`src/rtl/wb_cmd_pkg.sv`:
```
// -----------------------------------------------------------------------------
// wb_cmd_pkg
// Shared types for the multi-channel command-to-WISHBONE master.
//   rsp_status_t : completion status returned with every response
//   state_t      : master FSM states
//   clog2_min1   : index width helper that never returns zero (safe for N=1)
// -----------------------------------------------------------------------------
package wb_cmd_pkg;

    typedef enum logic [1:0] {
        RSP_OK      = 2'd0,
        RSP_ERR     = 2'd1,
        RSP_RTY     = 2'd2,
        RSP_TIMEOUT = 2'd3
    } rsp_status_t;

    typedef enum logic [1:0] {
        IDLE = 2'd0,
        TXN  = 2'd1,
        GAP  = 2'd2,
        DONE = 2'd3
    } state_t;

    function automatic int clog2_min1(input int n);
        return (n > 1) ? $clog2(n) : 1;
    endfunction

endpackage

```
`src/rtl/wb_cmd_arb_master_rr_arbiter.sv`:
```
// -----------------------------------------------------------------------------
// rr_arbiter
// Purely combinational round-robin picker: the first requester at or after the
// pointer wins, wrapping to the lowest index when nothing at/after it requests.
// Ports:
//   req_i   [N]   request vector
//   ptr_i   [IW]  index with highest priority this round
//   grant_o [N]   one-hot grant (zero when no request)
//   idx_o   [IW]  binary index of the grant
//   valid_o       any request present
// -----------------------------------------------------------------------------
module rr_arbiter
    import wb_cmd_pkg::*;
#(
    parameter  int N  = 2,
    localparam int IW = clog2_min1(N)
) (
    input  logic [N-1:0]  req_i,
    input  logic [IW-1:0] ptr_i,
    output logic [N-1:0]  grant_o,
    output logic [IW-1:0] idx_o,
    output logic          valid_o
);

    // First pass covers indices at/after the pointer, second pass is the wrap.
    always_comb begin
        grant_o = '0;
        idx_o   = '0;
        valid_o = 1'b0;
        for (int c = 0; c < N; c++) begin
            if (!valid_o && req_i[c] && (IW'(c) >= ptr_i)) begin
                valid_o    = 1'b1;
                grant_o[c] = 1'b1;
                idx_o      = IW'(c);
            end
        end
        for (int c = 0; c < N; c++) begin
            if (!valid_o && req_i[c]) begin
                valid_o    = 1'b1;
                grant_o[c] = 1'b1;
                idx_o      = IW'(c);
            end
        end
    end

endmodule

```
`src/rtl/wb_cmd_arb_master.sv`:
```
// -----------------------------------------------------------------------------
// wb_cmd_arb_master
// Round-robin arbitrates NUM_CH command streams onto one WISHBONE classic
// master port, one bus cycle per command, retrying on RTY up to MAX_RETRY
// times and returning data plus status to the requesting channel.
// Optional feature macro: WB_CMD_ARB_TIMEOUT_EN builds the TXN timeout counter
// (abort after TIMEOUT_CYCLES cycles without termination, status RSP_TIMEOUT).
// Ports:
//   wb_clk_i, wb_rst_n_i        clock, synchronous active-low reset
//   cmd_addr_i / cmd_data_i     per-channel {rnw, addr} and write data
//   cmd_valid_i / cmd_ack_o     per-channel request / one-cycle capture pulse
//   rsp_data_o / rsp_status_o   response payload, held until next response
//   rsp_valid_o                 one-hot one-cycle response pulse
//   busy_o                      FSM not idle
//   wb_*                        WISHBONE classic master signals
// -----------------------------------------------------------------------------
module wb_cmd_arb_master
    import wb_cmd_pkg::*;
#(
    parameter int NUM_CH         = 2,
    parameter int ADR_W          = 22,
    parameter int DAT_W          = 32,
    parameter int MAX_RETRY      = 3,
    parameter int TIMEOUT_CYCLES = 1024
) (
    input  logic                        wb_clk_i,
    input  logic                        wb_rst_n_i,
    input  logic [NUM_CH*(ADR_W+1)-1:0] cmd_addr_i,
    input  logic [NUM_CH*DAT_W-1:0]     cmd_data_i,
    input  logic [NUM_CH-1:0]           cmd_valid_i,
    output logic [NUM_CH-1:0]           cmd_ack_o,
    output logic [DAT_W-1:0]            rsp_data_o,
    output rsp_status_t                 rsp_status_o,
    output logic [NUM_CH-1:0]           rsp_valid_o,
    output logic                        busy_o,
    output logic                        wb_cyc_o,
    output logic                        wb_stb_o,
    output logic [ADR_W-1:0]            wb_adr_o,
    output logic [DAT_W-1:0]            wb_dat_o,
    output logic                        wb_we_o,
    output logic [DAT_W/8-1:0]          wb_sel_o,
    input  logic [DAT_W-1:0]            wb_dat_i,
    input  logic                        wb_ack_i,
    input  logic                        wb_err_i,
    input  logic                        wb_rty_i
);

    localparam int IW = clog2_min1(NUM_CH);
    localparam int RW = clog2_min1(MAX_RETRY + 1);

    state_t            state_q, state_d;
    logic [IW-1:0]     ptr_q, ptr_d;
    logic [IW-1:0]     grant_q, grant_d;
    logic [ADR_W-1:0]  adr_q, adr_d;
    logic [DAT_W-1:0]  dat_q, dat_d;
    logic              rnw_q, rnw_d;
    logic [RW-1:0]     retry_q, retry_d;
    rsp_status_t       status_q, status_d;
    logic [DAT_W-1:0]  rsp_data_q, rsp_data_d;
    logic [NUM_CH-1:0] cmd_ack_q, cmd_ack_d;

    logic [NUM_CH-1:0] arb_grant;
    logic [IW-1:0]     arb_idx;
    logic              arb_valid;
    logic [ADR_W:0]    sel_cmd;
    logic [DAT_W-1:0]  sel_data;
    logic              expired;

    rr_arbiter #(.N(NUM_CH)) u_arb (
        .req_i   (cmd_valid_i),
        .ptr_i   (ptr_q),
        .grant_o (arb_grant),
        .idx_o   (arb_idx),
        .valid_o (arb_valid)
    );

    // Mux the granted channel's command fields out of the flat input buses.
    always_comb begin
        sel_cmd  = '0;
        sel_data = '0;
        for (int c = 0; c < NUM_CH; c++) begin
            if (arb_grant[c]) begin
                sel_cmd  = cmd_addr_i[c*(ADR_W+1) +: (ADR_W+1)];
                sel_data = cmd_data_i[c*DAT_W +: DAT_W];
            end
        end
    end

`ifdef WB_CMD_ARB_TIMEOUT_EN
    localparam int TW = clog2_min1(TIMEOUT_CYCLES);
    logic [TW-1:0] tmo_q, tmo_d;

    // Counts cycles of the current strobe; cleared outside TXN so each
    // retry attempt gets a fresh budget, and rolls over on expiry.
    always_comb begin
        tmo_d = '0;
        if (state_q == TXN && !expired) begin
            tmo_d = tmo_q + 1'b1;
        end
    end

    always_ff @(posedge wb_clk_i) begin
        if (!wb_rst_n_i) begin
            tmo_q <= '0;
        end else begin
            tmo_q <= tmo_d;
        end
    end

    assign expired = (state_q == TXN) && (tmo_q == TW'(TIMEOUT_CYCLES - 1));
`else
    // Timeout logic not built: constant-false (TIMEOUT_CYCLES is always >= 2).
    assign expired = (TIMEOUT_CYCLES < 0);
`endif

    // Next-state logic. Termination priority inside TXN is err > ack > rty,
    // and a real termination on the expiry cycle beats the timeout.
    always_comb begin
        state_d    = state_q;
        ptr_d      = ptr_q;
        grant_d    = grant_q;
        adr_d      = adr_q;
        dat_d      = dat_q;
        rnw_d      = rnw_q;
        retry_d    = retry_q;
        status_d   = status_q;
        rsp_data_d = rsp_data_q;
        cmd_ack_d  = '0;
        case (state_q)
            IDLE: begin
                if (arb_valid) begin
                    state_d          = TXN;
                    grant_d          = arb_idx;
                    {rnw_d, adr_d}   = sel_cmd;
                    dat_d            = sel_data;
                    retry_d          = '0;
                    cmd_ack_d        = arb_grant;
                end
            end
            TXN: begin
                if (wb_err_i) begin
                    state_d  = DONE;
                    status_d = RSP_ERR;
                end else if (wb_ack_i) begin
                    state_d  = DONE;
                    status_d = RSP_OK;
                end else if (wb_rty_i) begin
                    if (int'(retry_q) < MAX_RETRY) begin
                        state_d = GAP;
                        retry_d = retry_q + 1'b1;
                    end else begin
                        state_d  = DONE;
                        status_d = RSP_RTY;
                    end
                end else if (expired) begin
                    state_d  = DONE;
                    status_d = RSP_TIMEOUT;
                end
                // Writes always echo their data; reads only update on ack.
                if (state_d == DONE) begin
                    if (!rnw_q) begin
                        rsp_data_d = dat_q;
                    end else if (!wb_err_i && wb_ack_i) begin
                        rsp_data_d = wb_dat_i;
                    end
                end
            end
            GAP: begin
                state_d = TXN;
            end
            DONE: begin
                state_d = IDLE;
                ptr_d   = (grant_q == IW'(NUM_CH - 1)) ? '0 : grant_q + 1'b1;
            end
            default: begin
                state_d = IDLE;
            end
        endcase
    end

    // State registers with synchronous active-low reset.
    always_ff @(posedge wb_clk_i) begin
        if (!wb_rst_n_i) begin
            state_q    <= IDLE;
            ptr_q      <= '0;
            grant_q    <= '0;
            adr_q      <= '0;
            dat_q      <= '0;
            rnw_q      <= 1'b0;
            retry_q    <= '0;
            status_q   <= RSP_OK;
            rsp_data_q <= '0;
            cmd_ack_q  <= '0;
        end else begin
            state_q    <= state_d;
            ptr_q      <= ptr_d;
            grant_q    <= grant_d;
            adr_q      <= adr_d;
            dat_q      <= dat_d;
            rnw_q      <= rnw_d;
            retry_q    <= retry_d;
            status_q   <= status_d;
            rsp_data_q <= rsp_data_d;
            cmd_ack_q  <= cmd_ack_d;
        end
    end

    assign wb_cyc_o     = (state_q == TXN);
    assign wb_stb_o     = (state_q == TXN);
    assign wb_we_o      = (state_q == TXN) && !rnw_q;
    assign wb_sel_o     = {(DAT_W/8){wb_we_o}};
    assign wb_adr_o     = adr_q;
    assign wb_dat_o     = dat_q;
    assign cmd_ack_o    = cmd_ack_q;
    assign rsp_valid_o  = (state_q == DONE) ? (NUM_CH'(1) << grant_q) : '0;
    assign rsp_data_o   = rsp_data_q;
    assign rsp_status_o = status_q;
    assign busy_o       = (state_q != IDLE);

endmodule
```
`config.mk`:
```
export PLATFORM = sky130hd
export DESIGN_NAME = wb_cmd_arb_master
export DESIGN_NICKNAME = d
export VERILOG_FILES = /design/src/rtl/wb_cmd_pkg.sv /design/src/rtl/wb_cmd_arb_master_rr_arbiter.sv /design/src/rtl/wb_cmd_arb_master.sv
export SDC_FILE = /design/constraint.sdc
export NUM_CORES = 1
export LEC_CHECK = 0
export ABC_CLOCK_PERIOD_IN_PS = 1800
export BUFFER_PORTS_ARGS = -buffer_cell sky130_fd_sc_hd__buf_4
export CORE_ASPECT_RATIO = 0.7
export CORE_UTILIZATION = 44
export DETAILED_ROUTE_END_ITERATION = 7
export PLACE_DENSITY = 0.79
export RECOVER_POWER = 100
export SLEW_MARGIN = 30
export SYNTH_ARGS = -nofsm -noshare
export SYNTH_HDL_FRONTEND = slang
export SYNTH_SLANG_ARGS = --single-unit
```
`constraint.sdc`:
```
create_clock -name wb_clk_i -period 1.8 [get_ports wb_clk_i]
set_input_delay 0.18 -clock wb_clk_i [delete_from_list [all_inputs] [get_ports wb_clk_i]]
set_output_delay 0.18 -clock wb_clk_i [all_outputs]
set_load 0.05 [all_outputs]
```
==> results of run 1 <==
## cell type report
class                           count  area share, %
Tap cell                          124           2.50
Sequential cell                    97           31.3
Timing Repair Buffer              264           27.5
Clock inverter                      3           1.05
Clock buffer                       12           3.97
Multi-Input combinational cell    301           33.4
Inverter                            4          0.242
## critical path, delay by kind of cell (launching register included)
kind	cells	cell delay (ps)
AND/OR/NAND/NOR	2	490
flip-flops	1	350
buffers and inverters	1	320
## Yosys cell counts
cell,number,area (um2)
a21boi_1,4,30.0
a21oi_1,2,10.0
a221oi_1,55,482
and2_1,1,6.26
and3_1,4,25.0
buf_1,1,3.75
buf_2,11,55.1
buf_4,5,37.5
buf_6,4,45.0
clkbuf_1,33,124
dfxtp_1,97,1940
ha_1,1,12.5
inv_1,3,11.3
inv_2,1,3.75
mux2i_1,33,330
nand2_1,5,18.8
nand2b_1,1,6.26
nand3_1,34,170
nor2_1,61,229
nor2_2,1,6.26
nor2b_1,2,12.5
nor3_1,2,10.0
nor4b_4,1,23.8
o211a_1,32,320
o21a_1,3,22.5
o21ai_0,55,275
o21ai_1,1,5.00
o221a_1,1,11.3
o22ai_2,1,12.5
o311a_1,1,10.0
## stage by stage
| step | utilization, % | setup slack, ps |
|---|---|---|
| 6_report | 67.3 | 124 |
| 5_1_grt | 67.3 | 57.0 |
| 4_1_cts | 71.3 | 150 |
| 2_1_floorplan | - | 133 |
| 3_3_place_gp | 67.9 | 209 |
| 3_5_place_dp | 67.9 | 161 |
## power by group
part	total, mW	switching (mW)	internal, mW
clock	2.02	0.772	1.25
combinational	2.27	1.58	0.686
sequential	2.55	0.165	2.39
## worst paths after layout
check | from | to | cells past startpoint | slack, ps
max | state_q[1] | wb_sel_o[3] | 3 | 120
min reg2reg | grant_q | grant_q | 2 | 500
max reg2reg | retry_q[0] | rsp_data_o[11] | 6 | 150
min | cmd_data_i[19] | wb_dat_o[19] | 3 | 110
## layout by cell type (no fill, tap or decap), types with 2 or more instances in the layout
cell type	count
a21boi_0	2
a21boi_4	2
a21oi_1	2
a221oi_1	55
and3_1	4
buf_12	7
buf_4	155
bufinv_16	2
clkbuf_1	93
clkbuf_16	9
clkbuf_2	9
clkbuf_4	2
dfxtp_1	96
inv_1	4
mux2i_1	33
nand2_1	5
nand3_1	34
nor2_1	60
nor2_2	2
nor2b_1	2
nor3_1	2
o211a_1	32
o21a_1	3
o21ai_0	55
## sequential cells by signal (all words and copies together), names as in the netlist
register / flops
wb_dat_o: 32
rnw_q: 1
ptr_q: 1
retry_q: 2
rsp_status_o: 2
cmd_ack_o: 2
rsp_data_o: 32
state_q: 2
wb_adr_o: 22
grant_q: 1
## kinds of logic after synthesis
kind of cell,after synthesis,synth area share [%]
multiplexers,33,7.77
AND/OR/NAND/NOR,112,11.9
AO/OA/AOI/OAI,155,27.7
flip-flops,97,45.7
adder cells (fa/ha/maj),1,0.294
buffers and inverters,58,6.59
## metal layers
| metal | wire [um] | part of all wire, % |
|---|---|---|
| met5 | 0 | 0 |
| met4 | 247 | 1.7 |
| met3 | 1210 | 8.5 |
| met2 | 6900 | 49 |
| met1 | 5840 | 41 |
==> results by group, run 1 <==
Critical path
  • CP Cell Sequence: nand2b_1 > nor2_2 > clkbuf_2
  • CP Data Required Time: 1620 ps
  • Endpoint class of the critical path: output pin
  • CP max FO: 6
  • Maximum cell stage delay along the critical path: 350 ps
  • Slowest stage cell, crit path: dfxtp_1
  • Startpoint Class: flop
  • CP Class: reg -> out
  • Critical Path AT: 1500 ps

STA
  • Crit path time final: 1680 ps
  • # setup viols final: 0
  • Hold_ws: 108 ps
  • Rel. slew slack: between 40% and 50%
  • Slew @ Worst Pin: 779 ps
  • Setup Skew: between 5 and 6 ps
  • Fmax: 597 MHz
  • Period utilisation layout: between 90% and 100%
  • RSZ-0062 raised after global routing: false
  • Final Hold Vio Count: 0
  • Pins Over Slew Limit: 0
  • Setup_tns: 0 ps

Yosys
  • Post-synthesis cell count: ~460
  • Mapped cell area: 4250 um2
  • FF+latch count, synth: 97
  • Yosys Warn Count: 0
  • Post-synthesis average cell area: just over 9 um2
  • Syn_nets: roughly 600
  • Part of the Yosys area used for sequential elements: 45.7%
  • Synth cell types: 30

Layout
  • P&R area growth vs syn: 45.9%
  • Non-Filler Instances: 805
  • Fin area: 6200 um2
  • N_diodes: 0
  • Fillers: 835
  • Multi-input gate area: approximately 2100 um2
  • Reg area: 1940 um2
  • Final nets: between 800 and 900
  • Layout cells sized above 1: 28.5%

Global route
  • Vias in the first global route: 4527
  • Most used routing layer: met2
  • GRT Util Overall: between 20% and 30%
  • Largest net degree at the start of global routing: 44
  • Total gr overflow: 0
  • Antenna violations before repair: 0
  • Met3 usage: 8.22%
  • First-pass GRT wire length: 22300 um
  • Met1 usage: between 30% and 40%
  • Met2 Resource Use GR: 48.6%

Clock network
  • Clock latency at the later pin of the worst-skew pair: 330 ps
  • Clock Path Buffers: 2
  • Buffer count from post-CTS setup fixing: 0
  • H-tree levels: 3
  • Clk pin slew, worst setup/hold paths: 60 ps
  • Clock sink count: 97
  • Hold-fix buffers, CTS: 0
  • CTS buffer count: 9
  • TritonCTS clock tree: done
  • CTS-repair resized insts: 0
  • Root Driver: clkbuf_16

Placement
  • Placed instance area: around 6300 um2
  • Placer Congestion: 0.842
  • Placed insts: 790
  • Port bufs: 248
  • HPWL after detailed placement: 10300 um

Hold path
  • Min-delay worst type: in -> reg

Detailed routing
  • Antenna-violating nets left: 0
  • Post-DR wirelength/cell: 17.6 um
  • Final wirelength: 14200 um
  • Vias per cell: 5.72
  • First drt pass iteration count: 4
  • Remaining DRCs: 0
  • First DRT Iteration DRCs: 282
  • Vias: 4606

Power
  • Total power: 6.84 mW
  • Pwr Density: 1100 nW/um2
  • Maximum vdd drop: 0.709 mV
  • Leakage: between 2 and 3 nW

Run
  • Number of max-cap violations: 0

Outcome
  • Status: completed

Floorplanning
  • Row count: 29
  • Die area: ~10000 um2
  • Chip height: 84.2 um
  • Initial core utilization: 46.1%
  • Die width: ~120 um
  • Io pins: 249
  • Core Footprint: about 9000 um2
Note: power is estimated with default switching activity, not from simulation.
==> run 2, diff against run 1 <==
--- a/config.mk
+++ b/config.mk
@@ -7,7 +7,7 @@
 export LEC_CHECK = 0
 export ABC_CLOCK_PERIOD_IN_PS = 1800
 export BUFFER_PORTS_ARGS = -buffer_cell sky130_fd_sc_hd__buf_4
-export CORE_ASPECT_RATIO = 0.7
+export CORE_ASPECT_RATIO = 1.4
 export CORE_UTILIZATION = 44
 export DETAILED_ROUTE_END_ITERATION = 7
 export PLACE_DENSITY = 0.79
==> run 2 against run 1 <==
Sequential share of layout area increased by 0.26 points. Core utilization decreased by 1.9 points. Die area about the same. Setup slack improved by 50 ps. First-iteration DRC count decreased by 3.5%. Clock-buffer cell count decreased by 1. Cell count decreased by 1.7%. Cell area decreased by 0.83%. Wire length decreased by 4.1%. Hold slack got worse by 6.8 ps. Non-clock buffer count decreased by 1. Critical path type unchanged. Critical endpoint is now wb_cyc_o.
==> results by group, run 2 (synthesis results as in run 1) <==
Layout
  • N_diodes: 0 (unchanged)
  • P&R area growth vs syn: 44.7%
  • Final Util: 65.4% (-1.9 points)
  • Layout cells sized above 1: 28.8% (+0.29 points)
  • Leading cell type in the layout, fill and taps excluded: buf_4
  • Final nets: 826 (-0.12%)
  • Most frequent cells in the layout: buf_4 (161), dfxtp_1 (96), clkbuf_1 (91)

Critical path
  • CP Data Required Time: 1620 ps (about the same)
  • CP max FO: 6 (unchanged)
  • Maximum cell stage delay along the critical path: 340 ps (about the same)
  • CP Class: reg -> out
  • Endpoint class of the critical path: output pin
  • Slowest stage cell, crit path: dfxtp_1
  • CP Cell Sequence: nand2b_1 > inv_1 > clkbuf_2
  • Critical Path AT: 1450 ps (-50 ps)
  • Startpoint Class: flop

Global route
  • Antenna violations before repair: 0 (unchanged)
  • Largest net degree at the start of global routing: 57 (+30%)
  • Total gr overflow: 0 (unchanged)
  • First-pass GRT wire length: 21300 um (-4.5%)
  • Vias in the first global route: 4344 (-4.0%)
  • GRT Util Overall: 26.6% (-0.95 points)

STA
  • Setup_tns: 0 ps (unchanged)
  • Pins Over Slew Limit: 0 (unchanged)
  • Period utilisation layout: 90.4% (-2.8 points)
  • Slew @ Worst Pin: 677 ps (-101 ps)
  • Crit path time final: 1630 ps (-49.7 ps)
  • Rel. slew slack: 55.0% (+6.7 points)
  • Fmax: 615 MHz (+3.1%)
  • Setup Skew: 8.03 ps (+2.51 ps)
  • Final Hold Vio Count: 0 (unchanged)
  • Hold_ws: 101 ps (-6.84 ps)
  • # setup viols final: 0 (unchanged)
  • RSZ-0062 raised after global routing: false

Clock network
  • Hold-fix buffers, CTS: 0 (unchanged)
  • TritonCTS clock tree: done
  • Buffer count from post-CTS setup fixing: 0 (unchanged)
  • Root Driver: clkbuf_16
  • Clock latency at the later pin of the worst-skew pair: 340 ps (about the same)
  • Clk pin slew, worst setup/hold paths: 70 ps (about the same)
  • H-tree levels: 3 (unchanged)
  • CTS-repair resized insts: 0 (unchanged)
  • Clock sink count: 97 (unchanged)
  • Clock Path Buffers: 2 (unchanged)
  • CTS buffer count: 9 (unchanged)

Placement
  • HPWL after detailed placement: 9810 um (-5.0%)
  • Port bufs: 248 (unchanged)
  • Placer Congestion: 0.816 (-3.1%)

Detailed routing
  • Remaining DRCs: 0 (unchanged)
  • Antenna-violating nets left: 0 (unchanged)
  • Post-DR wirelength/cell: 17.2 um (-2.4%)
  • Vias: 4502 (-2.3%)
  • First drt pass iteration count: 5 (+1)
  • Vias per cell: 5.69 (-0.53%)
  • First DRT Iteration DRCs: 272 (-3.5%)
  • Final wirelength: 13600 um (-4.1%)

Hold path
  • Min-delay worst type: in -> reg

Power
  • Pwr Density: 1120 nW/um2 (+1.2%)
  • Leakage: 2.91 nW (-0.22%)
  • Maximum vdd drop: 0.555 mV (-22%)
  • Total power: 6.86 mW (+0.31%)

Floorplanning
  • Die width: 85.1 um (-29%)
  • Row count: 42 (+45%)
  • Chip height: 118 um (+40%)
  • Initial core utilization: 45.2% (-0.93 points)
  • Die area: 10100 um2 (about the same)
  • Core Footprint: 9410 um2 (+2.1%)
  • Io pins: 249 (unchanged)

Outcome
  • Status: completed

Run
  • Number of max-cap violations: 0 (unchanged)
-- run 2: cell types whose count changed in the layout (fill, tap and decap cells not counted), moves of 2 or more --
cell      before  now
clkbuf_1      93   91
buf_12         7    3
clkbuf_4       2    4
clkbuf_2       9    4
buf_4        155  161
-- run 2: final timing paths --
kind,to,cells past startpoint,from,slack (ps)
max,wb_cyc_o,3,state_q[1],170
max reg2reg,wb_adr_o[19],4,ptr_q,180
min,wb_adr_o[18],3,cmd_addr_i[18],100
min reg2reg,grant_q,2,grant_q,490
-- run 2: layer usage --
metal / share of wire [%] / GRT usage (%) / vias up
met1: 39 / 30.3 / 2132
met5: 0 / 0 / -
met2: 53 / 47.5 / 200
met4: 2.7 / 10.5 / 0
met3: 6.2 / 5.80 / 27
li1: - / - / 2143
-- run 2: critical path, delay by kind of cell (launching register included) --
| family | cells | cell delay, ps |
|---|---|---|
| buf+inv | 2 | 530 |
| flops | 1 | 340 |
| simple gates | 1 | 240 |
-- run 2: per-stage QoR --
stage | std cells | setup WS, ps | area, um2
final | 791 | 173 | 6150
after global routing | 791 | 51.0 | 6150
after detailed placement | 775 | 197 | 6190
after CTS | 791 | 181 | 6520
after floorplan | 456 | 133 | 4250
after global placement | 775 | 260 | 6190
-- run 2: where the power goes --
group	switching (mW)	internal, mW	total (mW)
clock	0.792	1.29	2.08
sequential	0.149	2.39	2.54
combinational	1.57	0.671	2.24
total	2.51	4.35	6.86
-- run 2: cell type report --
type / instances / area, um2
Fill cell: 880 / 3250
Multi-Input combinational cell: 301 / 2070
Sequential cell: 97 / 1940
Timing Repair Buffer: 263 / 1660
Clock buffer: 11 / 253
Tap cell: 110 / 138
Clock inverter: 5 / 77.6
Inverter: 4 / 15.0
==> run 3, diff against run 2 <==
--- a/config.mk
+++ b/config.mk
@@ -5,12 +5,13 @@
 export SDC_FILE = /design/constraint.sdc
 export NUM_CORES = 1
 export LEC_CHECK = 0
+export ABC_AREA = 1
 export ABC_CLOCK_PERIOD_IN_PS = 1800
 export BUFFER_PORTS_ARGS = -buffer_cell sky130_fd_sc_hd__buf_4
 export CORE_ASPECT_RATIO = 1.4
 export CORE_UTILIZATION = 44
 export DETAILED_ROUTE_END_ITERATION = 7
-export PLACE_DENSITY = 0.79
+export PLACE_DENSITY = 0.83
 export RECOVER_POWER = 100
 export SLEW_MARGIN = 30
 export SYNTH_ARGS = -nofsm -noshare
==> run 3 against run 2 <==
Via count up 7.1%. First-iteration DRC count shrank 19%. Critical endpoint is now wb_sel_o[1]. Sequential power about the same. Non-clock buffer count fell by 3.
==> results by group, run 3 <==
STA
  • Setup Skew: 11.5 ps (+3.49 ps)
  • Crit path time final: 1670 ps (+48.1 ps)
  • RSZ-0062 raised after global routing: false
  • # setup viols final: 0 (unchanged)
  • Final Hold Vio Count: 0 (unchanged)
  • Period utilisation layout: 93.0% (+2.7 points)
  • Fmax: 597 MHz (-2.9%)
  • Slew @ Worst Pin: 667 ps (-9.98 ps)
  • Setup_tns: 0 ps (unchanged)
  • Pins Over Slew Limit: 0 (unchanged)
  • Rel. slew slack: 55.7% (+0.66 points)

Layout
  • Layout cells sized above 1: 23.7% (-5.1 points)
  • Final nets: 960 (+16%)
  • Non-Filler Instances: 946 (+20%)
  • Multi-input gate area: 2100 um2 (+1.9%)
  • Leading cell type in the layout, fill and taps excluded: nand2_1
  • Most frequent cells in the layout: nand2_1 (189), buf_4 (156), dfxtp_1 (96)
  • Reg area: 1940 um2 (unchanged)
  • Fillers: 879 (-0.11%)
  • P&R area growth vs syn: 43.0%
  • N_diodes: 0 (unchanged)

Yosys
  • Post-synthesis mux area share: 7.40% (-0.37 points)
  • Count leader, synth: nand2_1
  • Predominant post-synthesis flop cell: dfxtp_1
  • Syn_nets: 738 (+22%)
  • Asr flop ratio synth: 0% (unchanged)
  • Post-synthesis cell count: 588 (+29%)
  • Yosys top cell by area: dfxtp_1
  • Mapped cell area: 4330 um2 (+1.8%)
  • Largest family of logic cells by synthesized area: simple AND/OR/NAND/NOR gates
  • Post-Synth Adder-Cell Area: 0.289% (-0.0053 points)
  • FF+latch count, synth: 97 (unchanged)
  • Post-synth top cells: nand2_1 (188), dfxtp_1 (97), nor2_1 (76), a31oi_1 (55), o21ai_0 (33)
  • EDFF count, synth: 0 (unchanged)
  • Post-synthesis average cell area: 7.36 um2 (-21%)
  • Yosys top cell area share: 44.9% (-0.82 points)
  • Synth cell types: 22 (-27%)
  • Area contributors post-synth: dfxtp_1 (45%), nand2_1 (16%), a31oi_1 (7.9%)
  • Xor and xnor area share after synthesis: 0% (unchanged)
  • Compound-Gate Fraction of Synth Area: 15.8% (-12 points)
  • Post-Synth Simple-Gate Area: 24.5% (+13 points)
  • Yosys Warn Count: 0 (unchanged)
  • Part of the Yosys area used for sequential elements: 44.9% (-0.82 points)

Detailed routing
  • Vias: 4821 (+7.1%)
  • First drt pass iteration count: 5 (unchanged)
  • Post-DR wirelength/cell: 14.1 um (-18%)
  • Final wirelength: 13300 um (-2.1%)
  • Antenna-violating nets left: 0 (unchanged)
  • Vias per cell: 5.10 (-10%)
  • Remaining DRCs: 0 (unchanged)
  • First DRT Iteration DRCs: 220 (-19%)

Clock network
  • Clock Path Buffers: 2 (unchanged)
  • CTS buffer count: 9 (unchanged)
  • Clock latency at the later pin of the worst-skew pair: 340 ps (about the same)
  • TritonCTS clock tree: done
  • Buffer count from post-CTS setup fixing: 0 (unchanged)
  • CTS-repair resized insts: 0 (unchanged)
  • H-tree levels: 3 (unchanged)
  • Clock sink count: 97 (unchanged)
  • Root Driver: clkbuf_16
  • Clk pin slew, worst setup/hold paths: 60 ps (about the same)
  • Hold-fix buffers, CTS: 0 (unchanged)

Floorplanning
  • Core Footprint: 9510 um2 (+1.1%)
  • Initial core utilization: 45.5% (+0.32 points)
  • Die width: 85.8 um (+0.89%)
  • Row count: 42 (unchanged)
  • Io pins: 249 (unchanged)
  • Die area: 10200 um2 (+1.8%)
  • Chip height: 119 um (+0.89%)

Run
  • Number of max-cap violations: 0 (unchanged)

Critical path
  • Startpoint Class: flop
  • Critical Path AT: 1490 ps (+40 ps)
  • Endpoint class of the critical path: output pin
  • CP Class: reg -> out
  • CP Data Required Time: 1620 ps (about the same)
  • CP max FO: 9 (+3)

Power
  • Pwr Density: 1090 nW/um2 (-2.7%)
  • Maximum vdd drop: 0.502 mV (-9.5%)
  • Leakage: 2.70 nW (-7.0%)

Placement
  • Placed insts: 931 (+20%)
  • Placer Congestion: 0.905 (+11%)
  • Port bufs: 248 (unchanged)
  • HPWL after detailed placement: 10100 um (+2.7%)

Global route
  • Vias in the first global route: 4484 (+3.2%)
  • Total gr overflow: 0 (unchanged)
  • GRT Util Overall: 26.0% (-0.62 points)
  • First-pass GRT wire length: 21000 um (-1.7%)
  • Largest net degree at the start of global routing: 79 (+39%)
  • Antenna violations before repair: 0 (unchanged)

Outcome
  • Status: completed

Hold path
  • Min-delay worst type: in -> reg
run 3: cells by family (layout without fill, tap and decap cells):
family | after synthesis | in the layout
compound gates | 122 | 122
fa+ha+maj | 1 | 1
buf+inv | 63 | 289
flops | 97 | 97
mux | 32 | 32
simple gates | 273 | 273
run 3: stage by stage:
| step | power [mW] | utilization [%] | cell area (um2) | worst slack [ps] | hold WS (ps) |
|---|---|---|---|---|---|
| finish | 6.72 | 65.1 | 6190 | 125 | 110 |
| detailed placement | 5.07 | 65.8 | 6260 | 344 | 458 |
| floorplan | 4.24 | - | 4340 | 102 | 329 |
| global route | 7.02 | 65.1 | 6190 | 29.6 | 115 |
| CTS | 6.97 | 68.9 | 6560 | 133 | 99.7 |
| global placement | 5.02 | 65.8 | 6260 | 403 | 444 |
run 3: final cells by class:
type | instances | share of cell area [%]
clock inverter | 2 | 0.606
multi-input combinational | 428 | 34.0
sequential | 97 | 31.4
timing repair buffer | 260 | 26.3
inverter | 14 | 0.849
tap | 132 | 2.67
clock buffer | 13 | 4.20
run 3: final timing paths:
kind,from,to,slack (ps),depth (start not counted)
setup / recovery,state_q[0],wb_sel_o[1],130,5
hold / removal,cmd_addr_i[38],wb_adr_o[15],110,3
setup reg to reg,state_q[1],wb_adr_o[20],220,6
hold reg to reg,rsp_status_o[1],rsp_status_o[1],460,2
run 3: worst max-delay path, stage by stage (launching register included):
cell,delay (ps)
dfxtp_1,370
inv_2,80
nor2_4,180
inv_1,130
nor2_4,150
clkbuf_4,260
run 3: report_power, final:
part / total [mW] / switching, mW / internal [mW] / leakage [nW]
Sequential: 2.57 / 0.175 / 2.40 / 0.801
Clock: 1.92 / 0.769 / 1.15 / 0.142
Combinational: 2.23 / 1.60 / 0.634 / 1.76
run 3: routing by layer:
metal | GRT usage (%) | routed length (um)
met5 | 0 | 0
met4 | 12.0 | 453
met3 | 5.54 | 884
met2 | 45.5 | 6810
met1 | 29.8 | 5170
